File: config.mk
export PLATFORM = sky130hd
export DESIGN_NAME = stage2_alu_execute
export DESIGN_NICKNAME = d
export VERILOG_FILES = /design/src/rtl/alu_pkg.sv /design/src/rtl/alu_serial_shifter.sv /design/src/rtl/stage2_alu_execute.sv
export SDC_FILE = /design/constraint.sdc
export NUM_CORES = 1
export LEC_CHECK = 0
export ABC_AREA = 1
export BUFFER_PORTS_ARGS = -buffer_cell sky130_fd_sc_hd__buf_2
export CAP_MARGIN = 20
export CORE_MARGIN = 1
export CORE_UTILIZATION = 40
export DETAILED_ROUTE_END_ITERATION = 10
export MAX_ROUTING_LAYER = met4
export SYNTH_ARGS = -nofsm -noshare
export SYNTH_HDL_FRONTEND = slang
export SYNTH_SLANG_ARGS = --single-unit
File: constraint.sdc
create_clock -name clock -period 3.1 [get_ports clock]
set_clock_uncertainty 0.2 [all_clocks]
set_input_delay 0.62 -clock clock [delete_from_list [all_inputs] [get_ports clock]]
set_output_delay 0.62 -clock clock [all_outputs]
set_load 0.01 [all_outputs]
File: src/rtl/alu_pkg.sv
// Shared widths, opcode and op-class encodings, FSM states and the one-bit shift step
// used by the Stage2 execute unit.
package alu_pkg;

    localparam int N = 32;
    localparam int S = 5;
    localparam int O = 3;

    localparam logic [O-1:0] SHIFT_REG   = 3'b000;
    localparam logic [O-1:0] ARITH_LOGIC = 3'b001;
    localparam logic [O-1:0] MEM_WRITE   = 3'b100;
    localparam logic [O-1:0] MEM_READ    = 3'b101;

    typedef enum logic [O-1:0] {
        OP_ADD  = 3'b000,
        OP_HADD = 3'b001,
        OP_SUB  = 3'b010,
        OP_NOT  = 3'b011,
        OP_AND  = 3'b100,
        OP_OR   = 3'b101,
        OP_XOR  = 3'b110,
        OP_LHG  = 3'b111
    } arith_op_e;

    typedef enum logic [O-1:0] {
        SH_SLL = 3'b001,
        SH_SLA = 3'b011,
        SH_SRL = 3'b101,
        SH_SRA = 3'b111
    } shift_op_e;

    typedef enum logic {
        ST_IDLE  = 1'b0,
        ST_SHIFT = 1'b1
    } alu_state_e;

    // Unknown shift codes leave the value untouched, so the result is aluin1 unshifted.
    function automatic logic [N-1:0] shift_step(input logic [O-1:0] op, input logic [N-1:0] w);
        logic [N-1:0] r;
        r = w;
        case (op)
            SH_SLL, SH_SLA: r = {w[N-2:0], 1'b0};
            SH_SRL:         r = {1'b0, w[N-1:1]};
            SH_SRA:         r = {w[N-1], w[N-1:1]};
            default:        r = w;
        endcase
        return r;
    endfunction

endpackage

File: src/rtl/alu_serial_shifter.sv
// Bit-serial shifter: loads value/amount on start, shifts one bit per cycle after that.
// done is high in the cycle whose closing edge applies the final step; result is that step's output.
module alu_serial_shifter
    import alu_pkg::*;
(
    input  logic         clock,
    input  logic         reset,
    input  logic         start,
    input  logic [N-1:0] value,
    input  logic [S-1:0] amount,
    input  logic [O-1:0] op,
    output logic [N-1:0] result,
    output logic         done
);

    logic [N-1:0] work;
    logic [S-1:0] cnt;
    logic [O-1:0] op_q;

    always_ff @(posedge clock or posedge reset) begin
        if (reset) begin
            work <= '0;
            cnt  <= '0;
            op_q <= '0;
        end else if (start) begin
            work <= value;
            cnt  <= amount;
            op_q <= op;
        end else if (cnt != '0) begin
            work <= shift_step(op_q, work);
            cnt  <= cnt - S'(1);
        end
    end

    assign result = shift_step(op_q, work);
    assign done   = (cnt == S'(1));

endmodule

File: src/rtl/stage2_alu_execute.sv
// Stage2 execute: single-cycle arith/logic, serial shifts (k cycles busy), registered result + 1-cycle valid.
// Requests arriving while busy are dropped; upstream holds enable_ex low while busy.
module stage2_alu_execute
    import alu_pkg::*;
(
    input  logic         clock,
    input  logic         reset,
    input  logic [N-1:0] aluin1,
    input  logic [N-1:0] aluin2,
    input  logic [O-1:0] operation_in,
    input  logic [O-1:0] opselect_in,
    input  logic [S-1:0] shift_number,
    input  logic         enable_arith,
    input  logic         enable_shift,
    output logic [N-1:0] aluout,
    output logic         carry,
    output logic         overflow,
    output logic         aluout_valid,
    output logic         busy
);

    alu_state_e   state, state_nxt;
    logic         accept_arith, accept_shift, shift_start, shift_done;
    logic [N-1:0] shift_res, op_b, arith_res;
    logic         arith_c, arith_v;
    logic [N:0]   sum, diff;
    logic [16:0]  hsum;

    assign accept_arith = (state == ST_IDLE) && enable_arith;
    assign accept_shift = (state == ST_IDLE) && !enable_arith && enable_shift;
    assign shift_start  = accept_shift && (shift_number != '0);
    assign busy         = (state == ST_SHIFT);

    // Memory-read data is already steered onto operand 2 by Stage1; both classes share one decode.
    always_comb begin
        op_b = aluin2;
        case (opselect_in)
            MEM_READ: op_b = aluin2;
            default:  op_b = aluin2;
        endcase
    end

    assign sum  = {1'b0, aluin1} + {1'b0, op_b};
    assign diff = {1'b0, aluin1} - {1'b0, op_b};
    assign hsum = {1'b0, aluin1[15:0]} + {1'b0, op_b[15:0]};

    always_comb begin
        arith_res = '0;
        arith_c   = 1'b0;
        arith_v   = 1'b0;
        case (operation_in)
            OP_ADD: begin
                arith_res = sum[N-1:0];
                arith_c   = sum[N];
                arith_v   = (aluin1[N-1] == op_b[N-1]) && (sum[N-1] != aluin1[N-1]);
            end
            OP_HADD: begin
                arith_res = {{(N-16){hsum[15]}}, hsum[15:0]};
                arith_c   = hsum[16];
                arith_v   = (aluin1[15] == op_b[15]) && (hsum[15] != aluin1[15]);
            end
            OP_SUB: begin
                arith_res = diff[N-1:0];
                arith_c   = diff[N];
                arith_v   = (aluin1[N-1] != op_b[N-1]) && (diff[N-1] != aluin1[N-1]);
            end
            OP_NOT:  arith_res = ~op_b;
            OP_AND:  arith_res = aluin1 & op_b;
            OP_OR:   arith_res = aluin1 | op_b;
            OP_XOR:  arith_res = aluin1 ^ op_b;
            OP_LHG:  arith_res = {op_b[15:0], {(N-16){1'b0}}};
            default: arith_res = '0;
        endcase
    end

    alu_serial_shifter u_shifter (
        .clock  (clock),
        .reset  (reset),
        .start  (shift_start),
        .value  (aluin1),
        .amount (shift_number),
        .op     (operation_in),
        .result (shift_res),
        .done   (shift_done)
    );

    always_ff @(posedge clock or posedge reset) begin
        if (reset) state <= ST_IDLE;
        else       state <= state_nxt;
    end

    always_comb begin
        state_nxt = state;
        case (state)
            ST_IDLE:  if (shift_start) state_nxt = ST_SHIFT;
            ST_SHIFT: if (shift_done)  state_nxt = ST_IDLE;
            default:  state_nxt = ST_IDLE;
        endcase
    end

    // Shifts update aluout only; carry/overflow keep the last arithmetic result.
    always_ff @(posedge clock or posedge reset) begin
        if (reset) begin
            aluout       <= '0;
            carry        <= 1'b0;
            overflow     <= 1'b0;
            aluout_valid <= 1'b0;
        end else begin
            aluout_valid <= 1'b0;
            if (accept_arith) begin
                aluout       <= arith_res;
                carry        <= arith_c;
                overflow     <= arith_v;
                aluout_valid <= 1'b1;
            end else if (accept_shift && (shift_number == '0)) begin
                aluout       <= aluin1;
                aluout_valid <= 1'b1;
            end else if (busy && shift_done) begin
                aluout       <= shift_res;
                aluout_valid <= 1'b1;
            end
        end
    end

endmodule

Word level (Yosys, flattened, before mapping)
Cells that the tools add are included.
{"block": "word_totals", "reg_bits": 76, "output_inout_bits": 36, "wordCells": 69, "inputBits": 79}
{"block": "op_classes", "muxes": 17, "eq_ne": 18, "n_bitwise": 5, "n_reduce_logical": 17, "n_addsub": 4}
{"operator": "32-bit case mux with 8 select lines", "count": 1}
{"operator": "32-bit 2-to-1 mux", "count": 5}
{"operator": "32-bit case mux with 3 select lines", "count": 1}
{"operator": "32-bit by 32-bit adder with 33-bit output", "count": 1}
{"operator": "32-bit by 32-bit subtractor with 33-bit output", "count": 1}
{"operator": "32-bit bitwise AND", "count": 1}
{"operator": "32-bit inverter", "count": 1}
{"operator": "32-bit OR", "count": 1}
{"operator": "32-bit XOR", "count": 1}
{"operator": "3-bit == test (second input constant)", "count": 6}
{"operator": "16-bit by 16-bit adder with 17-bit output", "count": 1}
{"operator": "5-bit 2-to-1 mux", "count": 2}
{"operator": "5-bit nonzero test", "count": 2}
{"operator": "3-bit by 2-bit == test with 1-bit output (second input constant)", "count": 3}
{"operator": "1-bit logical AND", "count": 9}
{"operator": "3-bit by 1-bit == test with 1-bit output (second input constant)", "count": 2}
{"operator": "1-bit case mux with 3 select lines", "count": 2}
{"operator": "5-bit by 1-bit == test with 1-bit output (second input constant)", "count": 1}
{"operator": "5-bit zero test", "count": 1}
{"operator": "1-bit 2-to-1 mux", "count": 5}
{"operator": "5-bit by 1-bit subtractor with 5-bit output (second input constant)", "count": 1}
{"operator": "1-bit != test", "count": 4}
{"operator": "3-bit zero test", "count": 1}
{"operator": "3-bit nonzero test", "count": 1}
{"operator": "6 further kinds", "count": 7}

Depth between registers and ports, before layout
{"block": "logic_depth", "word_depth": 6, "depth_mapped": 17, "ltp_nobuf": 16}

Modules after synthesis
From an unflattened synthesis, not the netlist that was laid out.
{"block": "hier_totals", "hier_cells": 2028, "hier_area_um2": 11601.1}
{"module": "stage2_alu_execute", "cells_each": 1653, "seq_area_each_um2": 900.9, "instances": 1, "area_per_inst_um2": 8894.8}
{"module": "alu_serial_shifter", "cells_each": 375, "seq_area_each_um2": 1001.0, "instances": 1, "area_per_inst_um2": 2706.3}

Least setup slack after synthesis
Ideal clock, no wire load.
{"block": "synth_timing", "kind": "input-to-reg", "start": "input aluin1[0]", "end": "register aluout[16]", "setup_ps": 77, "n_path_buf": 0, "path_stages": 13, "required_time_ps": 2823, "setup_slack_ps": 632, "t_arrival_ps": 2190, "path_cell_list": "ha_1 > fa_1 > nand3_1 > nand3_1 > nand2_1 > nand2_1 > nand2_1 > nand2_1 > o21ai_0 > o21ai_0 > inv_1 > nand2_1 > a21oi_1"}
{"block": "synth_via", "elab_chain_len": 3, "elab_cells_between_ends": 5, "classes_between": "add/sub: 3; mux: 2"}
{"item": "from (decl)", "line_no": "stage2_alu_execute.sv:8", "source": "input logic [N-1:0] aluin1,"}
{"item": "32-bit by 32-bit subtractor with 33-bit output, or another cell as far along", "line_no": "stage2_alu_execute.sv:44", "source": "assign diff = {1'b0, aluin1} - {1'b0, op_b};"}
{"item": "32-bit case mux with 8 select lines (*)", "line_no": "stage2_alu_execute.sv:51", "source": "case (operation_in)"}
{"item": "32-bit 2-to-1 mux (*)", "line_no": "stage2_alu_execute.sv:110", "source": "if (accept_arith) begin"}
{"item": "to (signal assigned)", "line_no": "stage2_alu_execute.sv:111", "source": "aluout <= arith_res;"}
{"item": "to (signal assigned)", "line_no": "stage2_alu_execute.sv:116", "source": "aluout <= aluin1;"}
{"item": "to (signal assigned)", "line_no": "stage2_alu_execute.sv:119", "source": "aluout <= shift_res;"}
{"item": "to (decl)", "line_no": "stage2_alu_execute.sv:15", "source": "output logic [N-1:0] aluout,"}
Every way passes the cells marked *; elsewhere a longest branch is shown, timed or not.
A chain may end at the register's enable or synchronous reset.

Final worst setup path
{"block": "layout_timing", "start": "input aluin1[0]", "end": "register aluout[18]"}
The elaborated chain is that of the path after synthesis.

==> impl_metrics.prom <==
# TYPE chip_impl_metric gauge
chip_impl_metric{name="std_cell_rows",unit=""} 61
chip_impl_metric{name="global_route_wire_length_before_repair",unit="mm"} 73.2
chip_impl_metric{name="fin_tns_setup",unit="ps"} 0
chip_impl_info{name="clk_root_buffer_cell",value="clkbuf_16"} 1
chip_impl_metric{name="synth_mux_area_share",unit="%"} 0
chip_impl_info{name="status",value="finished, final reports clean"} 1
chip_impl_metric{name="fillCellCount",unit=""} 3013
chip_impl_info{name="netlist_top_cells_area",value="nand2_1 (19%), dfrtp_1 (17%), inv_1 (12%), ha_1 (11%), nand3_1 (6.5%)"} 1
chip_impl_metric{name="synthesis.area",unit="sq um"} 11300
chip_impl_metric{name="grt.overflow.total",unit=""} 0
chip_impl_info{name="critical_path_class",value="in2reg"} 1
chip_impl_metric{name="xor_and_xnor_fraction_of_the_mapped_netlist_area",unit="%"} 1.16
chip_impl_metric{name="via_count_of_the_first_global_routing_pass",unit=""} 12600
chip_impl_metric{name="cts-htree-levels",unit=""} 3
chip_impl_metric{name="simple_gate_portion_of_the_synthesized_area",unit="%"} 34.7
chip_impl_metric{name="die_height",unit="microns"} 170
chip_impl_metric{name="grtUsageTotal",unit="%"} 34.6
chip_impl_metric{name="report.final.slew_viol_count",unit=""} 0
chip_impl_metric{name="final-setup-viol-count",unit=""} 0
chip_impl_info{name="synth_top_family_by_area",value="simple AND/OR/NAND/NOR gates"} 1
chip_impl_metric{name="synth_seq_area_share",unit="%"} 16.8
chip_impl_metric{name="syn_inst",unit=""} 1960
chip_impl_metric{name="initial_antenna_violation_count",unit=""} 1
chip_impl_metric{name="nets_final",unit=""} 2413
chip_impl_metric{name="detailedPlace.worstSlack",unit="ps"} -123
chip_impl_metric{name="timing.critical_path.arrival",unit="ps"} 2900
chip_impl_metric{name="crit_path_max_fanout",unit=""} 4
chip_impl_metric{name="worst_slack",unit="ps"} 234
chip_impl_info{name="hp-class",value="in2async"} 1
chip_impl_info{name="setup.worst_path.end_class",value="flop"} 1
chip_impl_info{name="synthFlopType",value="dfrtp_1"} 1
chip_impl_info{name="synth.largest_area_cell",value="nand2_1"} 1
chip_impl_metric{name="dp_hpwl",unit="mm"} 39.5
chip_impl_metric{name="synth-async-reset-ratio",unit="%"} 100
chip_impl_metric{name="clkLatencyLatePin",unit="ps"} 340
chip_impl_metric{name="routed_via_density",unit=""} 5.31
chip_impl_metric{name="standby_leakage_power",unit="nW"} 8.08
chip_impl_metric{name="cts_inserted_buffers",unit=""} 9
chip_impl_info{name="cpMaxStageDelayCell",value="fa_1"} 1
chip_impl_metric{name="grt_max_degree",unit=""} 77
chip_impl_metric{name="power.ir.vdd_worst",unit="V"} 0.000476
chip_impl_metric{name="ctsLongestPathBuffers",unit=""} 2
chip_impl_info{name="synth_top_cells_by_count",value="nand2_1 (582), inv_1 (359), nand3_1 (148)"} 1
chip_impl_metric{name="period_needed",unit="ps"} 2870
chip_impl_metric{name="cts_sink_cnt",unit=""} 76
chip_impl_metric{name="avgSynthCellArea",unit="sq um"} 5.77
chip_impl_metric{name="antenna_violating_nets_post_route",unit=""} 0
chip_impl_metric{name="fmax",unit="MHz"} 349
chip_impl_info{name="crit_chain",value="buf_2 > inv_1 > ha_1 > inv_1 > fa_1 > nand3_1 > nand3_1 > nand2_1 > nand2_1 > nand2_1 > nand3_1 > nand3_1 > nand3_1 > o21bai_1 > buf_4 > nand2_1"} 1
chip_impl_info{name="post-synth-top-count-cell",value="nand2_1"} 1
chip_impl_metric{name="synth.distinct_cells",unit=""} 47
chip_impl_metric{name="first_iter_violations",unit=""} 1297
chip_impl_metric{name="crit_required",unit="ps"} 3130
chip_impl_metric{name="report.final.hold_viol_count",unit=""} 0
chip_impl_metric{name="synth.top_cell.area_share",unit="%"} 19.3
chip_impl_metric{name="worst_pin_slew",unit="ps"} 906
chip_impl_metric{name="die-width",unit="microns"} 170
chip_impl_metric{name="vias",unit=""} 13900
chip_impl_metric{name="ys.warnings.count",unit=""} 0
chip_impl_metric{name="synth_compound_gate_area_share",unit="%"} 20.0
chip_impl_metric{name="avg_wl_per_cell",unit="microns"} 18.6
chip_impl_metric{name="postCtsHoldBufs",unit=""} 0
chip_impl_metric{name="synth_fa_ha_area_share",unit="%"} 11.3
chip_impl_metric{name="clkTransAtPathRegs",unit="ps"} 60
chip_impl_metric{name="timing.critical_path.slowest_cell_delay",unit="ps"} 440
chip_impl_info{name="grt_setup_unrepaired",value="no"} 1
chip_impl_metric{name="timing.final.crit_share",unit="%"} 92.4
chip_impl_info{name="critical_path.startpoint_type",value="primary input"} 1
chip_impl_metric{name="post_syn_nets",unit=""} 2140
chip_impl_metric{name="start_util",unit="%"} 40.7
chip_impl_metric{name="cap_violations",unit=""} 0
chip_impl_metric{name="synth-edff-count",unit=""} 0
chip_impl_info{name="most_frequent_cell_on_the_critical_path",value="nand3_1"} 1
chip_impl_metric{name="port-buffer-count",unit=""} 111
chip_impl_info{name="cts_tree",value="yes"} 1
chip_impl_metric{name="post_cts.repair.setup_buffers",unit=""} 0
chip_impl_metric{name="worst_slew_margin_rel",unit="%"} 39.5
chip_impl_metric{name="fp.dieArea",unit="sq um"} 29000
chip_impl_metric{name="io_pins",unit=""} 115
chip_impl_metric{name="firstDrtPassIters",unit=""} 5
chip_impl_metric{name="fp.coreArea",unit="sq um"} 27800
chip_impl_metric{name="share_of_final_layout_standard_cells_stronger_than_drive_strength_1",unit="%"} 17.9
chip_impl_metric{name="synth.ff_latch_count",unit=""} 76
chip_impl_metric{name="power_density",unit="nW/um^2"} 562
chip_impl_metric{name="cts.repair.resized",unit=""} 0
chip_impl_metric{name="synthToLayoutAreaGrowth",unit="%"} 24.8
chip_impl_metric{name="remaining_drc_errors",unit=""} 0
chip_impl_metric{name="finalWeightedCongestion",unit=""} 1.04
chip_impl_metric{name="final_routed_wirelength_across_all_metal_layers",unit="mm"} 48.7
## stage by stage
step / power (mW) / cells / area [sq um] / hold slack (ps) / util, %
after floorplan: 4.95 / 1960 / 11300 / 281 / -
after CTS: 7.89 / 2616 / 14100 / 167 / 50.8
after global placement: 6.63 / 2600 / 13800 / 258 / 49.7
after global routing: 8.61 / 2617 / 14100 / 194 / 50.8
after detailed placement: 6.70 / 2600 / 13800 / 261 / 49.7
final: 7.93 / 2618 / 14100 / 151 / 50.8
## per-layer routing
layer	vias to the layer above	track usage, %	part of all wire [%]
met5	-	-	0
met3	95	2.79	6.9
met2	614	55.0	45
li1	6858	-	-
met4	0	15.3	5.2
met1	6339	44.9	43
## worst max-delay path, delay by kind of cell
family	cells	cell delay (ps)
and+or+nand+nor	9	1020
buffers and inverters	4	420
AOI/OAI and AO/OA	1	240
adders and majority gates	2	600
## sequential cells by signal (all words and copies together) (netlist names)
name,flops
aluout_valid,1
u_shifter.op_q,3
u_shifter.work,32
aluout,32
overflow,1
u_shifter.cnt,5
carry,1
busy,1
## logic make-up after synthesis
family          after synthesis
compound gates              385
xor+xnor                     15
fa+ha+maj                   101
buf+inv                     457
flops                        76
simple gates                926
## layout by cell type, fill, tap and decap left out, types with 39 or more instances in the layout
master and n:
nand2_1 580, inv_1 358, buf_4 233, nand3_1 148, o21ai_0 132, a21oi_1 121
nor2_1 120, buf_2 111, ha_1 99, dfrtp_1 76, o22ai_1 39
## final cells by class
| cell class | instances | area (sq um) | area share (%) |
|---|---|---|---|
| multi-input cells | 1427 | 7610 | 53.9 |
| clock buffers | 11 | 243 | 1.72 |
| inverters | 369 | 1390 | 9.82 |
| clock inverters | 5 | 75.1 | 0.532 |
| well taps | 378 | 473 | 3.35 |
| flip-flops and latches | 76 | 1900 | 13.5 |
| diodes | 2 | 5.00 | 0.0355 |
| repair buffers | 350 | 2420 | 17.2 |
## power by group
part	internal, mW	switching, mW
combinational	1.87	3.04
clock	0.724	0.431
sequential	1.52	0.344
total	4.11	3.82
## final timing paths
| kind | start | end | slack (ps) | cells after the start |
|---|---|---|---|---|
| worst max-delay path | aluin1[0] | aluout[18]$_DFFE_PP0P_ | 230 | 16 |
| worst min-delay path | reset | aluout[21]$_DFFE_PP0P_ | 150 | 3 |
| worst max register to register | busy$_DFF_PP0_ | aluout[0]$_DFFE_PP0P_ | 600 | 10 |
| worst min register to register | aluout[11]$_DFFE_PP0P_ | aluout[11]$_DFFE_PP0P_ | 270 | 2 |
| max in group asynchronous | reset | aluout[1]$_DFFE_PP0P_ | 2200 | 3 |
| min in group clock | aluout[11]$_DFFE_PP0P_ | aluout[11]$_DFFE_PP0P_ | 270 | 2 |
Note: power is estimated with default switching activity, not from simulation.
